[src/rtl/led_pattern_sequencer.sv]
// Four-switch debounced command front end driving a mode FSM that owns the
// LED pattern datapath: off, chase, bounce, blink or manual per-LED toggle.
module led_pattern_sequencer #(
    parameter int DEBOUNCE_LIMIT = 250000,
    parameter int STEP_TICKS     = 6250000
) (
    input  logic       i_Clk,
    input  logic       i_Rst,
    input  logic       i_Switch_1,
    input  logic       i_Switch_2,
    input  logic       i_Switch_3,
    input  logic       i_Switch_4,
    output logic       o_LED_1,
    output logic       o_LED_2,
    output logic       o_LED_3,
    output logic       o_LED_4,
    output logic [2:0] o_Mode
);

    localparam int DB_W = $clog2(DEBOUNCE_LIMIT + 1);
    localparam int TM_W = $clog2(STEP_TICKS);
    localparam logic [DB_W-1:0] DB_LAST   = DB_W'(DEBOUNCE_LIMIT - 1);
    localparam logic [TM_W-1:0] TC_NORMAL = TM_W'(STEP_TICKS - 1);
    localparam logic [TM_W-1:0] TC_FAST   = TM_W'(STEP_TICKS / 2 - 1);

    typedef enum logic [2:0] {
        MODE_OFF    = 3'd0,
        MODE_CHASE  = 3'd1,
        MODE_BOUNCE = 3'd2,
        MODE_BLINK  = 3'd3,
        MODE_MANUAL = 3'd4
    } mode_t;

    logic [3:0] raw;
    logic [3:0] deb;
    logic [3:0] release_pulse;

    assign raw = {i_Switch_4, i_Switch_3, i_Switch_2, i_Switch_1};

    genvar gi;
    generate
        for (gi = 0; gi < 4; gi++) begin : g_debounce
            logic [DB_W-1:0] count_reg;
            logic            deb_reg;
            logic            deb_dly_reg;

            always_ff @(posedge i_Clk) begin
                if (i_Rst) begin
                    count_reg   <= '0;
                    deb_reg     <= 1'b0;
                    deb_dly_reg <= 1'b0;
                end else begin
                    deb_dly_reg <= deb_reg;
                    if (raw[gi] == deb_reg) begin
                        count_reg <= '0;
                    end else if (count_reg == DB_LAST) begin
                        deb_reg   <= raw[gi];
                        count_reg <= '0;
                    end else begin
                        count_reg <= count_reg + 1'b1;
                    end
                end
            end

            assign deb[gi]           = deb_reg;
            assign release_pulse[gi] = deb_dly_reg & ~deb_reg;
        end
    endgenerate

    // A mode change swallows every other command that lands in the same cycle.
    logic cmd_mode, cmd_pause, cmd_s3, cmd_s4;
    assign cmd_mode  = release_pulse[0];
    assign cmd_pause = release_pulse[1] & ~release_pulse[0];
    assign cmd_s3    = release_pulse[2] & ~release_pulse[0];
    assign cmd_s4    = release_pulse[3] & ~release_pulse[0];

    mode_t           mode_reg, mode_next;
    logic [3:0]      led_reg, led_next;
    logic [3:0]      manual_reg, manual_next;
    logic [1:0]      cursor_reg, cursor_next;
    logic [TM_W-1:0] timer_reg, timer_next;
    logic            paused_reg, paused_next;
    logic            fast_reg, fast_next;
    logic            dir_up_reg, dir_up_next;

    logic            running;
    logic            tick;
    logic [TM_W-1:0] terminal;

    always_ff @(posedge i_Clk) begin
        if (i_Rst) begin
            mode_reg   <= MODE_OFF;
            led_reg    <= 4'b0000;
            manual_reg <= 4'b0000;
            cursor_reg <= 2'd0;
            timer_reg  <= '0;
            paused_reg <= 1'b0;
            fast_reg   <= 1'b0;
            dir_up_reg <= 1'b1;
        end else begin
            mode_reg   <= mode_next;
            led_reg    <= led_next;
            manual_reg <= manual_next;
            cursor_reg <= cursor_next;
            timer_reg  <= timer_next;
            paused_reg <= paused_next;
            fast_reg   <= fast_next;
            dir_up_reg <= dir_up_next;
        end
    end

    always_comb begin
        mode_next = mode_reg;
        if (cmd_mode) begin
            case (mode_reg)
                MODE_OFF:    mode_next = MODE_CHASE;
                MODE_CHASE:  mode_next = MODE_BOUNCE;
                MODE_BOUNCE: mode_next = MODE_BLINK;
                MODE_BLINK:  mode_next = MODE_MANUAL;
                default:     mode_next = MODE_OFF;
            endcase
        end
    end

    assign running  = ((mode_reg == MODE_CHASE) || (mode_reg == MODE_BOUNCE) ||
                       (mode_reg == MODE_BLINK)) && !paused_reg;
    assign terminal = fast_reg ? TC_FAST : TC_NORMAL;
    assign tick     = running && (timer_reg == terminal);

    always_comb begin
        led_next    = led_reg;
        manual_next = manual_reg;
        cursor_next = cursor_reg;
        timer_next  = timer_reg;
        paused_next = paused_reg;
        fast_next   = fast_reg;
        dir_up_next = dir_up_reg;

        if (cmd_mode) begin
            timer_next  = '0;
            paused_next = 1'b0;
            dir_up_next = 1'b1;
            case (mode_next)
                MODE_CHASE:  led_next = 4'b0001;
                MODE_BOUNCE: led_next = 4'b0001;
                MODE_BLINK:  led_next = 4'b1111;
                MODE_MANUAL: led_next = manual_reg;
                default:     led_next = 4'b0000;
            endcase
        end else begin
            if (cmd_pause) paused_next = ~paused_reg;
            if (running) timer_next = tick ? '0 : timer_reg + 1'b1;

            if (tick) begin
                case (mode_reg)
                    MODE_CHASE: led_next = {led_reg[2:0], led_reg[3]};
                    MODE_BOUNCE: begin
                        // Reverse at either end so each end pattern shows once per sweep.
                        if (dir_up_reg) begin
                            if (led_reg[3]) begin
                                led_next    = 4'b0100;
                                dir_up_next = 1'b0;
                            end else begin
                                led_next = led_reg << 1;
                            end
                        end else begin
                            if (led_reg[0]) begin
                                led_next    = 4'b0010;
                                dir_up_next = 1'b1;
                            end else begin
                                led_next = led_reg >> 1;
                            end
                        end
                    end
                    MODE_BLINK: led_next = ~led_reg;
                    default: ;
                endcase
            end

            if (mode_reg == MODE_MANUAL) begin
                if (cmd_s4) manual_next = manual_reg ^ (4'b0001 << cursor_reg);
                if (cmd_s3) cursor_next = cursor_reg + 2'd1;
                led_next = manual_next;
            end else if (cmd_s3) begin
                fast_next  = ~fast_reg;
                timer_next = '0;
            end
        end
    end

    always_comb begin
        o_LED_1 = led_reg[0];
        o_LED_2 = led_reg[1];
        o_LED_3 = led_reg[2];
        o_LED_4 = led_reg[3];
        o_Mode  = mode_reg;
    end

endmodule

[config.mk]
export PLATFORM = sky130hd
export DESIGN_NAME = led_pattern_sequencer
export DESIGN_NICKNAME = d
export VERILOG_FILES = /design/src/rtl/led_pattern_sequencer.sv
export SDC_FILE = /design/constraint.sdc
export NUM_CORES = 1
export LEC_CHECK = 0
export CELL_PAD_IN_SITES_DETAIL_PLACEMENT = 0
export CELL_PAD_IN_SITES_GLOBAL_PLACEMENT = 1
export CORE_AREA = 2 2 142 144
export CTS_CLUSTER_DIAMETER = 40
export DETAILED_ROUTE_END_ITERATION = 12
export DIE_AREA = 0 0 144 146
export GPL_TIMING_DRIVEN = 0
export PLACE_DENSITY_LB_ADDON = 0.1
export SLEW_MARGIN = 20
export SYNTH_ARGS = -nofsm -noshare
export SYNTH_HDL_FRONTEND = slang
export SYNTH_SLANG_ARGS = --single-unit
[constraint.sdc]
create_clock -name i_Clk -period 3.6 [get_ports i_Clk]
set_clock_uncertainty 0.1 [all_clocks]
set_input_delay 0.36 -clock i_Clk [delete_from_list [all_inputs] [get_ports i_Clk]]
set_output_delay 0.36 -clock i_Clk [all_outputs]
set_load 0.01 [all_outputs]
==> flow_metrics.env <==
export IMPL_largest_reg_flops=72
export IMPL_comb_power_share_pct=1.5
export IMPL_routedWlPerCell_um=12.7
export IMPL_async_flop_share_pct=0
export IMPL_drt_iter0_drc=258
export IMPL_grtUsageTotal_pct=12.3
export IMPL_min_path_type="reg -> reg"
export IMPL_finalSetupTns_ns=0
export IMPL_power_density_nw_per_um2=476
export IMPL_cts_buffers=17
export IMPL_critPathMaxStageDelay_ns=0.50
export IMPL_dr_pass1_iters=4
export IMPL_pwr_share_seq_pct=42.2
export IMPL_ys_ff_latch=119
export IMPL_synthCells=644
export IMPL_start_util_pct=28.6
export IMPL_grt_overflow_total=0
export IMPL_hold_depth=1
export IMPL_r2r_cells=7
export IMPL_synth_area_um2=5540
export IMPL_rrSetupSlack_ns=1.23
export IMPL_slew_headroom_pct=48.5
export IMPL_cp_slowest_cell="nor4_1"
export IMPL_synthTopCellsByArea="dfxtp_1 (43%), nor2_1 (9.2%), xor2_1 (7.9%)"
export IMPL_leakage_uw=0.00220
export IMPL_synthFlopType="dfxtp_1"
export IMPL_path_cells="ha_1 -> nand3_1 -> nor4_1 -> or3_1 -> buf_2 -> buf_1 -> nor2_1"
export IMPL_power_switching_uw=641
export IMPL_synthToLayoutAreaGrowth_pct=19.2
export IMPL_setup_viol=0
export IMPL_ir_drop_v=0.000306
export IMPL_start_kind="flip-flop"
export IMPL_layout_common_cells="nor2_1 (135), dfxtp_1 (119), xor2_1 (50)"
export IMPL_drc=0
export IMPL_top_level_ports=13
export IMPL_grt_pass1_vias=4123
export IMPL_yosysWarnings=0
export IMPL_place_congestion=0.756
export IMPL_cts_sinks=119
export IMPL_mappedNetlistNets=659
export IMPL_num_antenna_cells=0
export IMPL_clkLatencyLatePin_ns=0.41
export IMPL_avgSynthCellArea_um2=8.60
export IMPL_die_w_um=144
export IMPL_outcome="complete, no violations"
export IMPL_cts_tree="done"
export IMPL_dieArea_um2=21000
export IMPL_dr_total_vias=4265
export IMPL_path_clk_slew_ns=0.06
export IMPL_drv_slew=0
export IMPL_core_area_um2=19300
export IMPL_rows=51
export IMPL_swShare_pct=20.4
export IMPL_layout_nets=690
export IMPL_ctsHoldBuffers=0
export IMPL_grt_pass1_wl_um=20300
export IMPL_end_kind="flip-flop"
export IMPL_r2r_end="g_debounce[2].count_reg[16]"
export IMPL_synth_top_area_share_pct=43.0
export IMPL_grt_max_degree=17
export IMPL_drive_above_1_share_pct=7.70
export IMPL_drtAntennaViolNets=0
export IMPL_hpwl_um=8490
export IMPL_post_route_util_pct=34.1
export IMPL_die_h_um=146
export IMPL_cap_violations=0
export IMPL_path_class="reg -> reg"
export IMPL_cp_max_fo=10
export IMPL_cts_resized=0
export IMPL_routed_via_density=4.48
export IMPL_r2r_start="g_debounce[2].count_reg[0]"
export IMPL_timing_final_crit_share_pct=65.8
export IMPL_root_buffer="clkbuf_16"
export IMPL_cpLargestDelayFamily="simple AND/OR/NAND/NOR gates"
export IMPL_post_cts_setup_buffers=0
export IMPL_portBuffers=12
export IMPL_min_from="g_debounce[3].count_reg[0]"
export IMPL_layout_commonest_cell="nor2_1"
export IMPL_worst_slew_pin_slew_ns=0.765
export IMPL_clk_path_buf_depth=2
export IMPL_yosys_area_top_type="dfxtp_1"
export IMPL_synth_edf_count=0
export IMPL_crit_arrival_ns=2.55
export IMPL_period_needed_ns=2.37
export IMPL_antenna_found_initial=0
export IMPL_p_int_uw=2500
export IMPL_cts_max_level=4
export IMPL_min_to="g_debounce[3].count_reg[0]"
export IMPL_fill_cells=2001
export IMPL_max_freq_ghz=0.422
export IMPL_wl_um=12100
export IMPL_rsz0062_at_grt="false"
export IMPL_required_ns=3.79
export IMPL_synth_cell_types=53
export IMPL_seq_area_frac_synth_pct=43.0
export IMPL_final_hold_viol_count=0
export IMPL_p_clk_share_pct=56.3
export IMPL_cp_num_buf_inv=2
Yosys cell counts (all sizes together), types with 12 or more instances:
library cell  number
a21oi             17
clkbuf            14
dfxtp            119
inv               15
nand2             46
nand3             41
nand4             25
nor2             135
nor3              14
or3               12
xnor2             44
xor2              50
kinds of logic after synthesis:
family,Yosys count,synth area share [%]
AO/OA/AOI/OAI,48,6.13
XOR/XNOR,94,14.9
adder cells (fa/ha/maj),9,2.03
buffers and inverters,39,3.21
flip-flops,119,43.0
multiplexers,4,0.723
AND/OR/NAND/NOR,331,30.0
through the flow:
step	power, µW	cells	hold slack, ns	area (µm²)	worst slack [ns]
after detailed placement	1400	921	0.355	5990	1.11
after global routing	3270	953	0.395	6600	0.984
final	3140	953	0.361	6600	1.23
after floorplan	1380	644	0.330	5540	1.62
after global placement	1400	921	0.345	5990	1.14
after CTS	3200	953	0.369	6600	1.19
worst register-to-register path: stages (launching register included):
cell and delay (ns):
dfxtp_1 0.37, ha_1 0.20, nand3_1 0.21, nor4_1 0.50
or3_1 0.17, buf_2 0.19, buf_1 0.40, nor2_1 0.10
worst max-delay path by stage:
stage / startpoint / end / slack (ns) / depth (start not counted)
after floorplan: o_Mode[2] / timer_reg[22] / 1.62 / 6
after global placement: i_Rst / o_Mode[2] / 1.14 / 4
after detailed placement: i_Rst / o_Mode[2] / 1.11 / 4
after CTS: g_debounce[2].count_reg[0] / g_debounce[2].count_reg[9] / 1.19 / 7
after global routing: g_debounce[2].count_reg[0] / g_debounce[2].count_reg[16] / 0.98 / 7
final: g_debounce[2].count_reg[0] / g_debounce[2].count_reg[16] / 1.23 / 7
layout make-up:
| cell class | count | area (µm²) | share of cell area, % |
|---|---|---|---|
| Tap cell | 265 | 332 | 5.02 |
| Sequential cell | 119 | 2380 | 36.1 |
| Clock inverter | 7 | 116 | 1.76 |
| Clock buffer | 25 | 495 | 7.51 |
| Multi-Input combinational cell | 486 | 2980 | 45.1 |
| Buffer | 24 | 121 | 1.84 |
| Inverter | 15 | 56.3 | 0.853 |
| Timing Repair Buffer | 12 | 120 | 1.82 |
metal layers:
| layer | GRT usage, % | wire [µm] | vias to the layer above |
|---|---|---|---|
| met5 | 0 | 0 | - |
| met4 | 4.56 | 174 | 0 |
| met3 | 4.01 | 476 | 14 |
| met2 | 18.5 | 5210 | 48 |
| met1 | 16.4 | 6200 | 1944 |
| li1 | - | - | 2259 |
power groups by stage:
stage	Clock [µW]	Sequential [µW]	Combinational (µW)
after floorplan	0	1350	28.3
after global placement	0	1350	49.2
after detailed placement	0	1350	48.7
after CTS	1830	1330	48.8
after global routing	1890	1330	54.0
final	1770	1330	46.8
Power figures use the tool's default switching activity.
